<file path="src/rtl/mac_decoder_lanes_pkg.sv">
// ----------------------------------------------------------------------------
// mac_decoder_lanes_pkg
// Shared types for the MAC operand lane decoder.
//   mac_datatype : beat format selector. FP16 and FP8 are named; every other
//                  encoding (MAC_DATATYPE_INT9 or the unused code 2'd3) is
//                  decoded as 9-bit signed integer.
// ----------------------------------------------------------------------------
package mac_decoder_lanes_pkg;

    typedef enum logic [1:0] {
        MAC_DATATYPE_FP16 = 2'd0,
        MAC_DATATYPE_FP8  = 2'd1,
        MAC_DATATYPE_INT9 = 2'd2
    } mac_datatype;

endpackage

</file>
<file path="src/rtl/mac_decoder_lanes.sv">
// ----------------------------------------------------------------------------
// mac_decoder_lanes
// Decodes LANES packed 16-bit operands per beat into zero/sign/exponent/
// mantissa fields (FP16, FP8 or INT9), buffers decoded beats in a 2-entry
// FIFO and keeps a saturating count of zero lanes seen on accepted beats.
//
// Build option:
//   MAC_DECODER_FTZ_EN  when defined, FP16/FP8 subnormals flush to zero
//                       (zero=1, exp=0, mant=0, sign kept) and are counted
//                       as zero lanes. Undefined: subnormals decode normally.
//
// Ports:
//   i_clk, i_reset         clock, synchronous active-high reset
//   i_valid / o_ready      input beat handshake
//   i_datatype, i_data     beat format and packed lanes (lane k = [16k+15:16k])
//   o_valid / i_ready      output beat handshake
//   o_datatype             format captured with the head beat
//   o_iszero, o_sign       per-lane flags of the head beat
//   o_exp, o_mant          per-lane 5-bit exponent / 11-bit mantissa
//   o_all_zero             every lane of the head beat is zero
//   i_cnt_clr, o_zero_cnt  clear / value of the saturating zero-lane counter
// ----------------------------------------------------------------------------
module mac_decoder_lanes
    import mac_decoder_lanes_pkg::*;
#(
    parameter int LANES = 8,
    parameter int CNT_W = 32
) (
    input  logic                  i_clk,
    input  logic                  i_reset,
    input  logic                  i_valid,
    output logic                  o_ready,
    input  mac_datatype           i_datatype,
    input  logic [LANES*16-1:0]   i_data,
    output logic                  o_valid,
    input  logic                  i_ready,
    output mac_datatype           o_datatype,
    output logic [LANES-1:0]      o_iszero,
    output logic [LANES-1:0]      o_sign,
    output logic [LANES*5-1:0]    o_exp,
    output logic [LANES*11-1:0]   o_mant,
    output logic                  o_all_zero,
    input  logic                  i_cnt_clr,
    output logic [CNT_W-1:0]      o_zero_cnt
);

    localparam int PC_W = $clog2(LANES + 1);

    typedef struct packed {
        mac_datatype             dt;
        logic [LANES-1:0]        iszero;
        logic [LANES-1:0]        sign;
        logic [LANES*5-1:0]      expo;
        logic [LANES*11-1:0]     mant;
    } beat_t;

    // Decode one lane; result packed as {zero, sign, exp[4:0], mant[10:0]}.
    function automatic logic [17:0] decode_lane(input mac_datatype dt, input logic [15:0] d);
        logic       sub;
        logic       zero;
        logic       sign;
        logic [4:0] expo;
        logic [10:0] mant;
        sub  = 1'b0;
        zero = 1'b0;
        sign = 1'b0;
        expo = 5'd0;
        mant = 11'd0;
        case (dt)
            MAC_DATATYPE_FP16: begin
                sub  = (d[14:10] == 5'd0) && (d[9:0] != 10'd0);
                sign = d[15];
                expo = d[14:10];
                mant = {sub, d[9:0]};
                zero = (d == 16'd0);
            end
            MAC_DATATYPE_FP8: begin
                sub  = (d[6:3] == 4'd0) && (d[2:0] != 3'd0);
                sign = d[7];
                expo = {1'b0, d[6:3]};
                mant = {7'd0, sub, d[2:0]};
                zero = (d[7:0] == 8'd0);
            end
            default: begin
                // Any non-float code is a 9-bit signed integer.
                sign = d[8];
                expo = 5'd0;
                mant = {2'd0, d[8:0]};
                zero = (d[8:0] == 9'd0);
            end
        endcase
`ifdef MAC_DECODER_FTZ_EN
        // Flush subnormals to a signed zero.
        if (sub) begin
            zero = 1'b1;
            expo = 5'd0;
            mant = 11'd0;
        end else begin
            zero = zero;
        end
`endif
        return {zero, sign, expo, mant};
    endfunction

    beat_t              head_q, head_d;
    beat_t              tail_q, tail_d;
    logic [1:0]         count_q, count_d;
    logic               ready_q, ready_d;
    logic [CNT_W-1:0]   cnt_q, cnt_d;

    beat_t              new_beat_s;
    logic [17:0]        lane_dec_s;
    logic [PC_W-1:0]    new_zeros_s;
    logic [CNT_W:0]     cnt_sum_s;
    logic               push_s;
    logic               pop_s;

    // Decode all lanes of the incoming beat and count its zero lanes.
    always_comb begin
        new_beat_s    = '0;
        lane_dec_s    = 18'd0;
        new_zeros_s   = '0;
        new_beat_s.dt = i_datatype;
        for (int k = 0; k < LANES; k++) begin
            lane_dec_s                  = decode_lane(i_datatype, i_data[16*k +: 16]);
            new_beat_s.iszero[k]        = lane_dec_s[17];
            new_beat_s.sign[k]          = lane_dec_s[16];
            new_beat_s.expo[5*k +: 5]   = lane_dec_s[15:11];
            new_beat_s.mant[11*k +: 11] = lane_dec_s[10:0];
            new_zeros_s                 = new_zeros_s + PC_W'(lane_dec_s[17]);
        end
    end

    // FIFO next state: head is always the oldest beat, tail the second one.
    always_comb begin
        push_s  = i_valid && ready_q;
        pop_s   = (count_q != 2'd0) && i_ready;
        count_d = count_q;
        head_d  = head_q;
        tail_d  = tail_q;
        case ({push_s, pop_s})
            2'b10: begin
                if (count_q == 2'd0) begin
                    head_d = new_beat_s;
                end else begin
                    tail_d = new_beat_s;
                end
                count_d = count_q + 2'd1;
            end
            2'b01: begin
                head_d  = tail_q;
                count_d = count_q - 2'd1;
            end
            2'b11: begin
                // Push only happens below count 2, pop only above 0: count is 1,
                // so the new beat replaces the departing head directly.
                head_d = new_beat_s;
            end
            default: begin
                count_d = count_q;
            end
        endcase
        // Readiness is a flop so i_ready never reaches o_ready combinationally.
        ready_d = (count_d < 2'd2);
    end

    // Saturating zero-lane counter; clear wins over a same-cycle increment.
    always_comb begin
        cnt_sum_s = {1'b0, cnt_q} + {{(CNT_W + 1 - PC_W){1'b0}}, new_zeros_s};
        if (i_cnt_clr) begin
            cnt_d = '0;
        end else if (push_s) begin
            cnt_d = cnt_sum_s[CNT_W] ? {CNT_W{1'b1}} : cnt_sum_s[CNT_W-1:0];
        end else begin
            cnt_d = cnt_q;
        end
    end

    // State registers with synchronous reset that also drops buffered beats.
    always_ff @(posedge i_clk) begin
        if (i_reset) begin
            head_q  <= '0;
            tail_q  <= '0;
            count_q <= 2'd0;
            ready_q <= 1'b0;
            cnt_q   <= '0;
        end else begin
            head_q  <= head_d;
            tail_q  <= tail_d;
            count_q <= count_d;
            ready_q <= ready_d;
            cnt_q   <= cnt_d;
        end
    end

    assign o_valid    = (count_q != 2'd0);
    assign o_ready    = ready_q;
    assign o_datatype = head_q.dt;
    assign o_iszero   = head_q.iszero;
    assign o_sign     = head_q.sign;
    assign o_exp      = head_q.expo;
    assign o_mant     = head_q.mant;
    assign o_all_zero = &head_q.iszero;
    assign o_zero_cnt = cnt_q;

endmodule

</file>
<file path="config.mk">
export PLATFORM = sky130hd
export DESIGN_NAME = mac_decoder_lanes
export DESIGN_NICKNAME = d
export VERILOG_FILES = /design/src/rtl/mac_decoder_lanes_pkg.sv /design/src/rtl/mac_decoder_lanes.sv
export SDC_FILE = /design/constraint.sdc
export NUM_CORES = 1
export LEC_CHECK = 0
export CORE_MARGIN = 3
export CORE_UTILIZATION = 51
export DETAILED_ROUTE_END_ITERATION = 12
export PLACE_DENSITY = 0.79
export REMOVE_ABC_BUFFERS = 1
export SETUP_SLACK_MARGIN = 0.15
export SLEW_MARGIN = 20
export SYNTH_ARGS = -nofsm -noshare
export SYNTH_HDL_FRONTEND = slang
export SYNTH_SLANG_ARGS = --single-unit
export TNS_END_PERCENT = 50
</file>
<file path="constraint.sdc">
create_clock -name i_clk -period 7.9 [get_ports i_clk]
set_input_delay 2.37 -clock i_clk [delete_from_list [all_inputs] [get_ports i_clk]]
set_output_delay 2.37 -clock i_clk [all_outputs]
set_load 0.05 [all_outputs]
</file>
* Yosys cells after proc, flatten, opt, wreduce, memory -nomap -nowiden *
Index checks and enable logic that the tools add are counted.

storage, ports and cells
  bits in registers = 327
  bits of input ports = 135
  output and inout bits = 181

cells by class
  $add $sub $neg = 10
  order comparisons = 1
  equal/unequal tests = 5
  multiplexer cells = 36
  bitwise operators = 1
  reductions and logical operators = 82

operators with widths
  operator                                                          number
  146-bit case mux with 3 select lines                              1
  11-bit case mux with 2 select lines                               8
  146-bit two-way mux                                               1
  16-bit zero test                                                  8
  5-bit case mux with 2 select lines                                8
  10-bit nonzero test                                               8
  9-bit zero test                                                   8
  8-bit zero test                                                   8
  5-bit zero test                                                   8
  32-bit by 4-bit adder with 33-bit output                          1
  4-bit zero test                                                   8
  32-bit two-way mux                                                1
  1-bit case mux with 2 select lines                                16
  3-bit nonzero test                                                9
  1-bit logical AND                                                 18
  4-bit by 1-bit adder with 4-bit output                            4
  8-bit AND reduction                                               1
  3-bit by 1-bit adder with 4-bit output                            1
  2-bit by 1-bit == test with 1-bit output (second input constant)  2
  2-bit == test (second input constant)                             2
  2-bit zero test                                                   2
  2-bit case mux with 2 select lines                                1
  2-bit AND reduction                                               2
  2-bit by 1-bit adder with 3-bit output                            1
  8 further kinds                                                   8

* Depth between registers and ports, before layout *
Gate-level depths: netlist (run 1).

  depth after elaboration = 11
  gate-level depth with buffers = 17
  depth with buffers taken out = 14

* Least setup slack after synthesis (run 1) *
No wires, ideal clock.

  path kind = in2reg
  from = input port i_data[42]
  to = register cnt_q[8], in the netlist o_zero_cnt[8]
  setup time = 0.134 ns
  arrival time = 6.531 ns
  setup slack = 1.235 ns
  stages on the path = 15
  path buffers = 1
  path through = or4_1 o41ai_1 nand3b_1 fa_1 fa_1 fa_1 fa_1 inv_1 fa_1 a21o_1 a21oi_1 clkbuf_1 nor3_1 xnor2_1 a21oi_1

between the ends
  longest elaborated chain between the ends = 10

ends and longest elaborated chain
  what                                                 RTL line                  text
  start, declared                                      mac_decoder_lanes.sv:34   input logic [LANES*16-1:0] i_data,
  16-bit zero test                                     mac_decoder_lanes.sv:75   zero = (d == 16'd0);
  1-bit case mux with 2 select lines                   mac_decoder_lanes.sv:69   case (dt)
  2-bit by 1-bit adder with 3-bit output               mac_decoder_lanes.sv:130  new_zeros_s = new_zeros_s + PC_W'(lane_dec_s[17]);
  3-bit by 1-bit adder with 4-bit output               mac_decoder_lanes.sv:130
  4-bit by 1-bit adder with 4-bit output (4 in a row)  mac_decoder_lanes.sv:130
  32-bit by 4-bit adder with 33-bit output             mac_decoder_lanes.sv:169  cnt_sum_s = {1'b0, cnt_q} + {{(CNT_W + 1 - PC_W){1'b0}}, new_zeros_s};
  32-bit two-way mux                                   mac_decoder_lanes.sv:173  cnt_d = cnt_sum_s[CNT_W] ? {CNT_W{1'b1}} : cnt_sum_s[CNT_W-1:0];
  end signal, assigned                                 mac_decoder_lanes.sv:192  cnt_q <= cnt_d;
  end, declared                                        mac_decoder_lanes.sv:109  logic [CNT_W-1:0] cnt_q, cnt_d;

No other way between the ends.
A chain may end at the register's enable or synchronous reset.

* Worst setup path in the final report (run 1) *
  from = input port i_data[42]
  to = register cnt_q[29], in the netlist o_zero_cnt[29]

Same word-level chain as after synthesis.

==> results.sh, run 1 <==
export IMPL_dr_total_vias=14300
export IMPL_timing_setup_tns_ns=0
export IMPL_fin_cells=2471
export IMPL_cp_max_fo=14
export IMPL_synth_edff_count=0
export IMPL_drc=0
export IMPL_cts_sinks=327
export IMPL_clock_latency_ns=0.52
export IMPL_grt_max_degree=203
export IMPL_cts_tree="built"
export IMPL_fin_crit_ns=6.90
export IMPL_track_usage_pct=26.6
export IMPL_routed_wirelength_um=42900
export IMPL_die_w_um=176
export IMPL_status="finished clean"
export IMPL_port_buffers=315
export IMPL_numCtsBuffers=36
export IMPL_p_leak_nw=6.71
export IMPL_final_hold_violation_count=0
export IMPL_yosysTopAreaCell="dfxtp_1"
export IMPL_post_cts_repair_setup_buffers=0
export IMPL_drtAntennaViolNets=0
export IMPL_finalCritPeriodShare_pct=87.3
export IMPL_rows=61
export IMPL_clk_pin_slew_ns=0.06
export IMPL_die_area_um2=31000
export IMPL_ys_ff_latch=327
export IMPL_grt_remaining_overflow=0
export IMPL_startpoint_type="input pin"
export IMPL_worstSetupPathType="input pin to register"
export IMPL_place_ws_ns=0.446
export IMPL_drt_first_pass_iters=5
export IMPL_detailedRoute_firstIterationViolations=1027
export IMPL_grt_pass1_wl_um=68800
export IMPL_syn_area_um2=14800
export IMPL_antenna_found_initial=0
export IMPL_synth_flop_cell="dfxtp_1"
export IMPL_grt_pass1_vias=13400
export IMPL_peakVddDrop_uv=272
export IMPL_dp_cells=2406
export IMPL_cp_required_ns=8.29
export IMPL_crit_arrival_ns=7.28
export IMPL_worst_pin_slew_ns=1.05
export IMPL_cp_end_kind="register"
export IMPL_wl_per_cell_um=17.3
export IMPL_syn2layout_area_growth_pct=30.1
export IMPL_ys_types=53
export IMPL_yosysWarnings=0
export IMPL_rsz0062_at_grt="false"
export IMPL_antenna_cells=0
export IMPL_initial_core_util_pct=52.5
export IMPL_slew_viol_final=0
export IMPL_timing_fmax_mhz=145
export IMPL_final_area_um2=19200
export IMPL_core_um2=28200
export IMPL_skew_ns=0.0142
export IMPL_setup_ws_ns=1.00
export IMPL_cts_max_level=2
export IMPL_setup_viol=0
export IMPL_syn_inst=1860
export IMPL_powerDensity_nw_per_um2=376
export IMPL_fin_util_pct=68.2
export IMPL_die_h_um=176
export IMPL_cts_resized=0
export IMPL_hold_class="register to register"
export IMPL_seq_area_frac_synth_pct=44.3
export IMPL_layout_drive_gt1_share_pct=4.49
export IMPL_place_area_um2=18000
export IMPL_nets=2214
export IMPL_boundaryPins=316
export IMPL_netlist_top_cells_count="327 x dfxtp_1, 293 x nor2_1, 243 x a21oi_1"
export IMPL_clockBufferDepth=3
export IMPL_synthTopCellsByArea="dfxtp_1 44%, a21oi_1 8.2%, nor2_1 7.4%"
export IMPL_cts_root_buf="clkbuf_16"
export IMPL_synth_top_area_share_pct=44.3
export IMPL_cap_violations=0
export IMPL_place_gp_congestion=0.857
export IMPL_vias_per_cell=5.77
export IMPL_ctsHoldBuffers=0
export IMPL_slew_headroom_pct=30.1
export IMPL_synth_area_per_cell_um2=7.94
export IMPL_async_reset_ff_share_pct=0
export IMPL_dp_hpwl_um=27100
export IMPL_synth_most_common_cell="dfxtp_1"
## report_power, final
group	leakage, nW	switching (mW)	total, mW	internal [mW]
combinational	3.42	2.17	3.18	1.01
clock	0.619	0.691	1.79	1.10
sequential	2.66	0.226	2.27	2.04
total	6.71	3.08	7.24	4.15
## cells by family after synthesis
group           share of synthesized area (%)
simple gates                             23.2
compound gates                           20.4
xor+xnor                                 1.07
fa+ha+maj                                1.36
mux                                      5.01
flops                                    44.3
buf+inv                                  4.65
## placed cells by master (no fill, tap or decap), types with 15 or more instances in the layout
cell	count
clkbuf_16	37
nor3_1	92
buf_4	16
or4_1	15
nand2_1	229
a211oi_1	132
dfxtp_1	327
a21oi_1	243
mux2i_1	74
nand3_1	70
nor2_1	292
o21a_1	24
o21ai_0	16
clkdlybuf4s50_1	312
## stage by stage
step | total power [mW] | hold slack (ns)
2_1_floorplan | 4.67 | 0.430
3_3_place_gp | 5.43 | 0.441
3_5_place_dp | 5.47 | 0.447
4_1_cts | 7.27 | 0.455
5_1_grt | 7.58 | 0.471
6_report | 7.24 | 0.454
## worst max-delay path, cell delays in order
cell             delay (ns)
clkdlybuf4s50_1        0.41
or4_1                  0.58
o41ai_1                0.27
nand3b_1               0.22
fa_1                   0.59
fa_1                   0.45
fa_1                   0.51
fa_1                   0.20
inv_1                  0.06
fa_1                   0.39
a21o_1                 0.19
a21oi_1                0.26
nor3_2                 0.10
nand2_1                0.28
buf_4                  0.28
a31oi_1                0.10
## metal layers
layer / vias to the layer above / track usage, % / share of wire (%)
met2: 505 / 43.4 / 47
met4: 0 / 9.44 / 3.1
li1: 6975 / - / -
met5: - / 0 / 0
met3: 97 / 5.98 / 7.7
met1: 6675 / 34.7 / 42
## final cells by class
type	instances	area [um^2]
inverters	9	33.8
clock buffers	49	1010
well taps	378	473
fillers	2289	8940
clock inverters	16	251
repair buffers	332	3320
flip-flops and latches	327	6550
multi-input cells	1360	7590
## final timing paths
path / slack, ns / depth (start not counted) / to / startpoint
hold / removal: 0.45 / 2 / tail_q[71] / tail_q[71]
setup / recovery: 1.00 / 16 / o_zero_cnt[29] / i_data[42]
setup reg to reg: 3.86 / 13 / o_zero_cnt[29] / o_zero_cnt[0]
hold reg to reg: 0.45 / 2 / tail_q[71] / tail_q[71]
## sequential cells by signal, indices dropped and copies added (netlist names)
register / cells
o_exp: 40
o_sign: 8
count_q: 2
o_datatype: 2
o_ready: 1
o_zero_cnt: 32
o_mant: 88
o_iszero: 8
tail_q: 146
Power figures use the tool's default switching activity.
==> run 2, diff against run 1 <==
==> constraint.sdc (replaced) <==
create_clock -name i_clk -period 7.7 [get_ports i_clk]
set_input_delay 2.31 -clock i_clk [delete_from_list [all_inputs] [get_ports i_clk]]
set_output_delay 2.31 -clock i_clk [all_outputs]
set_load 0.05 [all_outputs]
==> run 2 against run 1 <==
Worst setup slack worse by 0.047 ns. Total power down 0.40%. Clock power down 10%. Hold slack about the same. Non-clock buffer count up 5. Via count down 0.45%. Register-to-register slack about the same.
==> results.sh, run 2 (synthesized netlist as in run 1, its figures left out) <==
export IMPL_timing_setup_tns_ns=0
export IMPL_final_hold_violation_count=0
export IMPL_cts_tree="built"
export IMPL_initial_core_util_pct=52.5
export IMPL_final_cell_mix="327 x dfxtp_1, 312 x clkdlybuf4s50_1, 292 x nor2_1, 243 x a21oi_1, 229 x nand2_1"
export IMPL_largest_reg_flops=146
export IMPL_port_buffers=315
export IMPL_die_w_um=176
export IMPL_powerDensity_nw_per_um2=378
export IMPL_hold_depth=2
export IMPL_grt_pass1_wl_um=68200
export IMPL_fillers=2292
export IMPL_worstSetupPathType="input pin to register"
export IMPL_rsz0062_at_grt="false"
export IMPL_slew_viol_final=0
export IMPL_track_usage_pct=26.2
export IMPL_reg2reg_depth=10
export IMPL_cp_end_kind="register"
export IMPL_boundaryPins=316
export IMPL_top_register="tail_q"
export IMPL_setup_viol=0
export IMPL_cap_violations=0
export IMPL_syn2layout_area_growth_pct=29.2
export IMPL_clockBufferDepth=3
export IMPL_layout_drive_gt1_share_pct=4.58
export IMPL_antenna_cells=0
export IMPL_finalCritPeriodShare_pct=87.6
export IMPL_worst_pin_slew_ns=1.03
export IMPL_post_cts_repair_setup_buffers=0
export IMPL_skew_ns=0.0159
export IMPL_ctsHoldBuffers=0
export IMPL_clock_latency_ns=0.52
export IMPL_crit_arrival_ns=7.17
export IMPL_timing_fmax_mhz=148
export IMPL_drtAntennaViolNets=0
export IMPL_grt_remaining_overflow=0
export IMPL_core_um2=28200
export IMPL_grt_max_degree=167
export IMPL_dp_hpwl_um=27500
export IMPL_rows=61
export IMPL_seq_area_um2=6550
export IMPL_drt_first_pass_iters=5
export IMPL_slew_headroom_pct=31.5
export IMPL_routed_wirelength_um=42800
export IMPL_vias_per_cell=5.74
export IMPL_p_leak_nw=6.64
export IMPL_setup_ws_ns=0.954
export IMPL_dp_cells=2410
export IMPL_rr_startpoint="o_zero_cnt[0]"
export IMPL_dr_total_vias=14200
export IMPL_cp_required_ns=8.12
export IMPL_place_gp_congestion=0.847
export IMPL_cts_resized=0
export IMPL_antenna_found_initial=0
export IMPL_layout_cells_most_common="dfxtp_1"
export IMPL_detailedRoute_firstIterationViolations=1154
export IMPL_hold_class="register to register"
export IMPL_place_ws_ns=0.435
export IMPL_die_area_um2=31000
export IMPL_cts_max_level=2
export IMPL_numCtsBuffers=35
export IMPL_grt_pass1_vias=13300
export IMPL_cts_sinks=327
export IMPL_fin_cells=2472
export IMPL_peakVddDrop_uv=299
export IMPL_multi_input_area_um2=7590
export IMPL_startpoint_type="input pin"
export IMPL_min_from="tail_q[24]"
export IMPL_cts_root_buf="clkbuf_16"
export IMPL_fin_crit_ns=6.75
export IMPL_status="finished clean"
export IMPL_die_h_um=176
export IMPL_nets=2218
export IMPL_drc=0
export IMPL_wl_per_cell_um=17.3
export IMPL_fin_util_pct=67.8
export IMPL_cp_max_fo=8
export IMPL_worstSetupStartpoint="i_data[45]"
export IMPL_clk_pin_slew_ns=0.06
export IMPL_power_total_mw=7.21
## run 2: changes by cell type in the layout (fill, tap and decap cells not counted), sizes merged
cell	previous run	this run
clkbuf	49	46
bufinv	6	1
buf	20	25
inv	11	12
clkinv	7	8
clkinvlp	1	3
## run 2: worst paths after layout
path,slack [ns],to
hold reg to reg,0.45,tail_q[24]
hold / removal,0.45,tail_q[24]
setup / recovery,0.95,o_zero_cnt[25]
setup reg to reg,3.85,o_zero_cnt[25]
## run 2: critical path, stage by stage
cell             delay, ns
clkdlybuf4s50_1       0.43
or4_1                 0.57
o41ai_1               0.29
nand3b_1              0.23
fa_1                  0.52
fa_1                  0.53
fa_1                  0.43
fa_1                  0.39
nor2b_1               0.17
o31a_1                0.36
o21ai_0               0.27
or4_1                 0.46
a31oi_1               0.20
## run 2: metal layers
metal / track usage [%] / vias up / wire, um
li1: - / 6980 / -
met1: 34.8 / 6641 / 18700
met2: 43.6 / 492 / 20000
met3: 5.10 / 75 / 3050
met4: 7.56 / 0 / 1100
met5: 0 / - / 0
## run 2: where the power goes
part           total (mW)  switching (mW)  internal (mW)
Sequential           2.32           0.230           2.09
Clock                1.61           0.695          0.915
Combinational        3.27            2.23           1.04
Total                7.21            3.16           4.05
## run 2: cell type report
class                   count  area share [%]
clock inverters            15           0.643
multi-input cells        1360            39.8
well taps                 378            2.48
inverters                   9           0.177
repair buffers            337            17.6
clock buffers              46            5.02
flip-flops and latches    327            34.3
## run 2: per-stage QoR
step                hold WS (ns)  cell area (um^2)
global route               0.465             19100
finish                     0.454             19100
global placement           0.441             18000
detailed placement         0.448             18000
CTS                        0.456             19100
floorplan                  0.430             14100
==> run 3, diff against run 2 <==
--- a/config.mk
+++ b/config.mk
@@ -7,6 +7,7 @@
 export LEC_CHECK = 0
 export CORE_MARGIN = 3
 export CORE_UTILIZATION = 51
+export CTS_CLUSTER_SIZE = 8
 export DETAILED_ROUTE_END_ITERATION = 12
 export PLACE_DENSITY = 0.79
 export REMOVE_ABC_BUFFERS = 1
==> run 3 against run 2 <==
Combinational power barely moved. Design area is 0.57% higher. Critical endpoint unchanged. Cell count decreased by 0.44%. Die area is the same. First-iteration DRC count rose by 7.2%. Highest routed layer unchanged.
==> results.sh, run 3 (synthesized netlist as in run 1, its figures left out) <==
export IMPL_final_hold_violation_count=0
export IMPL_layout_drive_gt1_share_pct=4.37
export IMPL_comb_power_share_pct=44.6
export IMPL_swShare_pct=42.9
export IMPL_die_w_um=176
export IMPL_rrSetupSlack_ns=3.86
export IMPL_post_cts_repair_setup_buffers=0
export IMPL_power_clock_fraction_pct=23.7
export IMPL_slew_viol_final=0
export IMPL_whs_ns=0.452
export IMPL_cts_max_level=2
export IMPL_timing_setup_tns_ns=0
export IMPL_clockBufferDepth=3
export IMPL_cts_resized=0
export IMPL_dp_hpwl_um=27500
export IMPL_clk_pin_slew_ns=0.05
export IMPL_wl_per_cell_um=17.5
export IMPL_grt_max_degree=167
export IMPL_core_um2=28200
export IMPL_skew_ns=0.0114
export IMPL_worstSetupPathType="input pin to register"
export IMPL_power_frac_seq_pct=31.7
export IMPL_timing_fmax_mhz=149
export IMPL_nets=2229
export IMPL_hold_class="register to register"
export IMPL_grt_pass1_vias=13500
export IMPL_cap_violations=0
export IMPL_largest_reg_flops=146
export IMPL_finalCritPeriodShare_pct=87.4
export IMPL_reg2reg_depth=13
export IMPL_antenna_cells=0
export IMPL_track_usage_pct=26.5
export IMPL_numCtsBuffers=46
export IMPL_p_leak_nw=6.70
export IMPL_cp_required_ns=8.09
export IMPL_detailedRoute_firstIterationViolations=1237
export IMPL_cts_sinks=327
export IMPL_cp_max_fo=18
export IMPL_p_sw_mw=3.15
export IMPL_die_h_um=176
export IMPL_port_buffers=315
export IMPL_antenna_found_initial=0
export IMPL_die_area_um2=31000
export IMPL_rsz0062_at_grt="false"
export IMPL_fin_crit_ns=6.73
export IMPL_place_gp_congestion=0.847
export IMPL_vias_per_cell=5.78
export IMPL_cp_end_kind="register"
export IMPL_syn2layout_area_growth_pct=29.9
export IMPL_fin_cells=2461
export IMPL_boundaryPins=316
export IMPL_drtAntennaViolNets=0
export IMPL_grt_remaining_overflow=0
export IMPL_drt_first_pass_iters=5
export IMPL_intPower_mw=4.19
export IMPL_drc=0
export IMPL_initial_core_util_pct=52.5
export IMPL_setup_viol=0
export IMPL_power_total_mw=7.34
export IMPL_cts_root_buf="clkbuf_16"
export IMPL_rows=61
export IMPL_slew_headroom_pct=32.0
export IMPL_peakVddDrop_uv=279
export IMPL_powerDensity_nw_per_um2=383
export IMPL_crit_arrival_ns=7.11
export IMPL_cts_tree="built"
export IMPL_hold_depth=2
export IMPL_dr_total_vias=14200
export IMPL_top_register="tail_q"
export IMPL_final_cell_mix="327 x dfxtp_1, 312 x clkdlybuf4s50_1, 292 x nor2_1, 243 x a21oi_1, 229 x nand2_1"
export IMPL_dp_cells=2410
export IMPL_fin_util_pct=68.1
export IMPL_grt_pass1_wl_um=68700
export IMPL_layout_cells_most_common="dfxtp_1"
export IMPL_clock_latency_ns=0.53
export IMPL_routed_wirelength_um=43000
export IMPL_worst_pin_slew_ns=1.02
export IMPL_startpoint_type="input pin"
export IMPL_ctsHoldBuffers=0
export IMPL_status="finished clean"
==> run 3: cell types whose count changed in the layout (fill, tap and decap cells not counted) <==
cell	previous run	this run
bufinv_16	1	0
clkbuf_1	7	1
clkbuf_16	35	46
clkbuf_8	4	0
clkinv_2	7	0
clkinv_4	1	0
clkinv_8	0	1
clkinvlp_4	3	0
inv_6	3	2
==> run 3: power groups by stage <==
stage / Combinational [mW] / Clock (mW) / Sequential [mW]
finish: 3.27 / 1.74 / 2.33
global route: 3.48 / 1.84 / 2.37
CTS: 3.27 / 1.77 / 2.33
detailed placement: 3.26 / 0 / 2.36
global placement: 3.22 / 0 / 2.34
floorplan: 1.29 / 0 / 3.49
==> run 3: worst max-delay path, stage by stage <==
cell and delay, ns:
clkdlybuf4s50_1 0.44, or4_1 0.57, o41ai_1 0.29, nand3b_1 0.23, fa_1 0.57, fa_1 0.44
fa_1 0.51, fa_1 0.18, inv_1 0.05, fa_1 0.39, a21o_1 0.19, a21oi_1 0.27
nor3_2 0.11, nand2_1 0.15, buf_4 0.27, a31oi_1 0.13
==> run 3: worst paths after layout <==
check / from / end
hold reg to reg: tail_q[24] / tail_q[24]
setup reg to reg: o_zero_cnt[0] / o_zero_cnt[25]
setup / recovery: i_data[45] / o_zero_cnt[25]
hold / removal: tail_q[24] / tail_q[24]
==> run 3: area by class of cell <==
class / instances / area [um^2]
multi-input cells: 1360 / 7590
well taps: 378 / 473
fillers: 2283 / 8970
clock inverters: 3 / 33.8
flip-flops and latches: 327 / 6550
clock buffers: 47 / 1150
inverters: 9 / 33.8
repair buffers: 337 / 3360
==> run 3: per-stage QoR <==
step / setup WS [ns] / cell area (um^2)
2_1_floorplan: -6.26 / 14100
3_3_place_gp: 0.538 / 18000
3_5_place_dp: 0.435 / 18000
4_1_cts: 0.979 / 19200
5_1_grt: 0.761 / 19200
6_report: 0.974 / 19200
==> run 3: per-layer routing <==
layer	track usage, %	wire length [um]	vias up
met3	5.38	3130	92
met2	43.6	20100	480
met4	8.41	1230	0
li1	-	-	6986
met1	35.0	18600	6658
met5	0	0	-
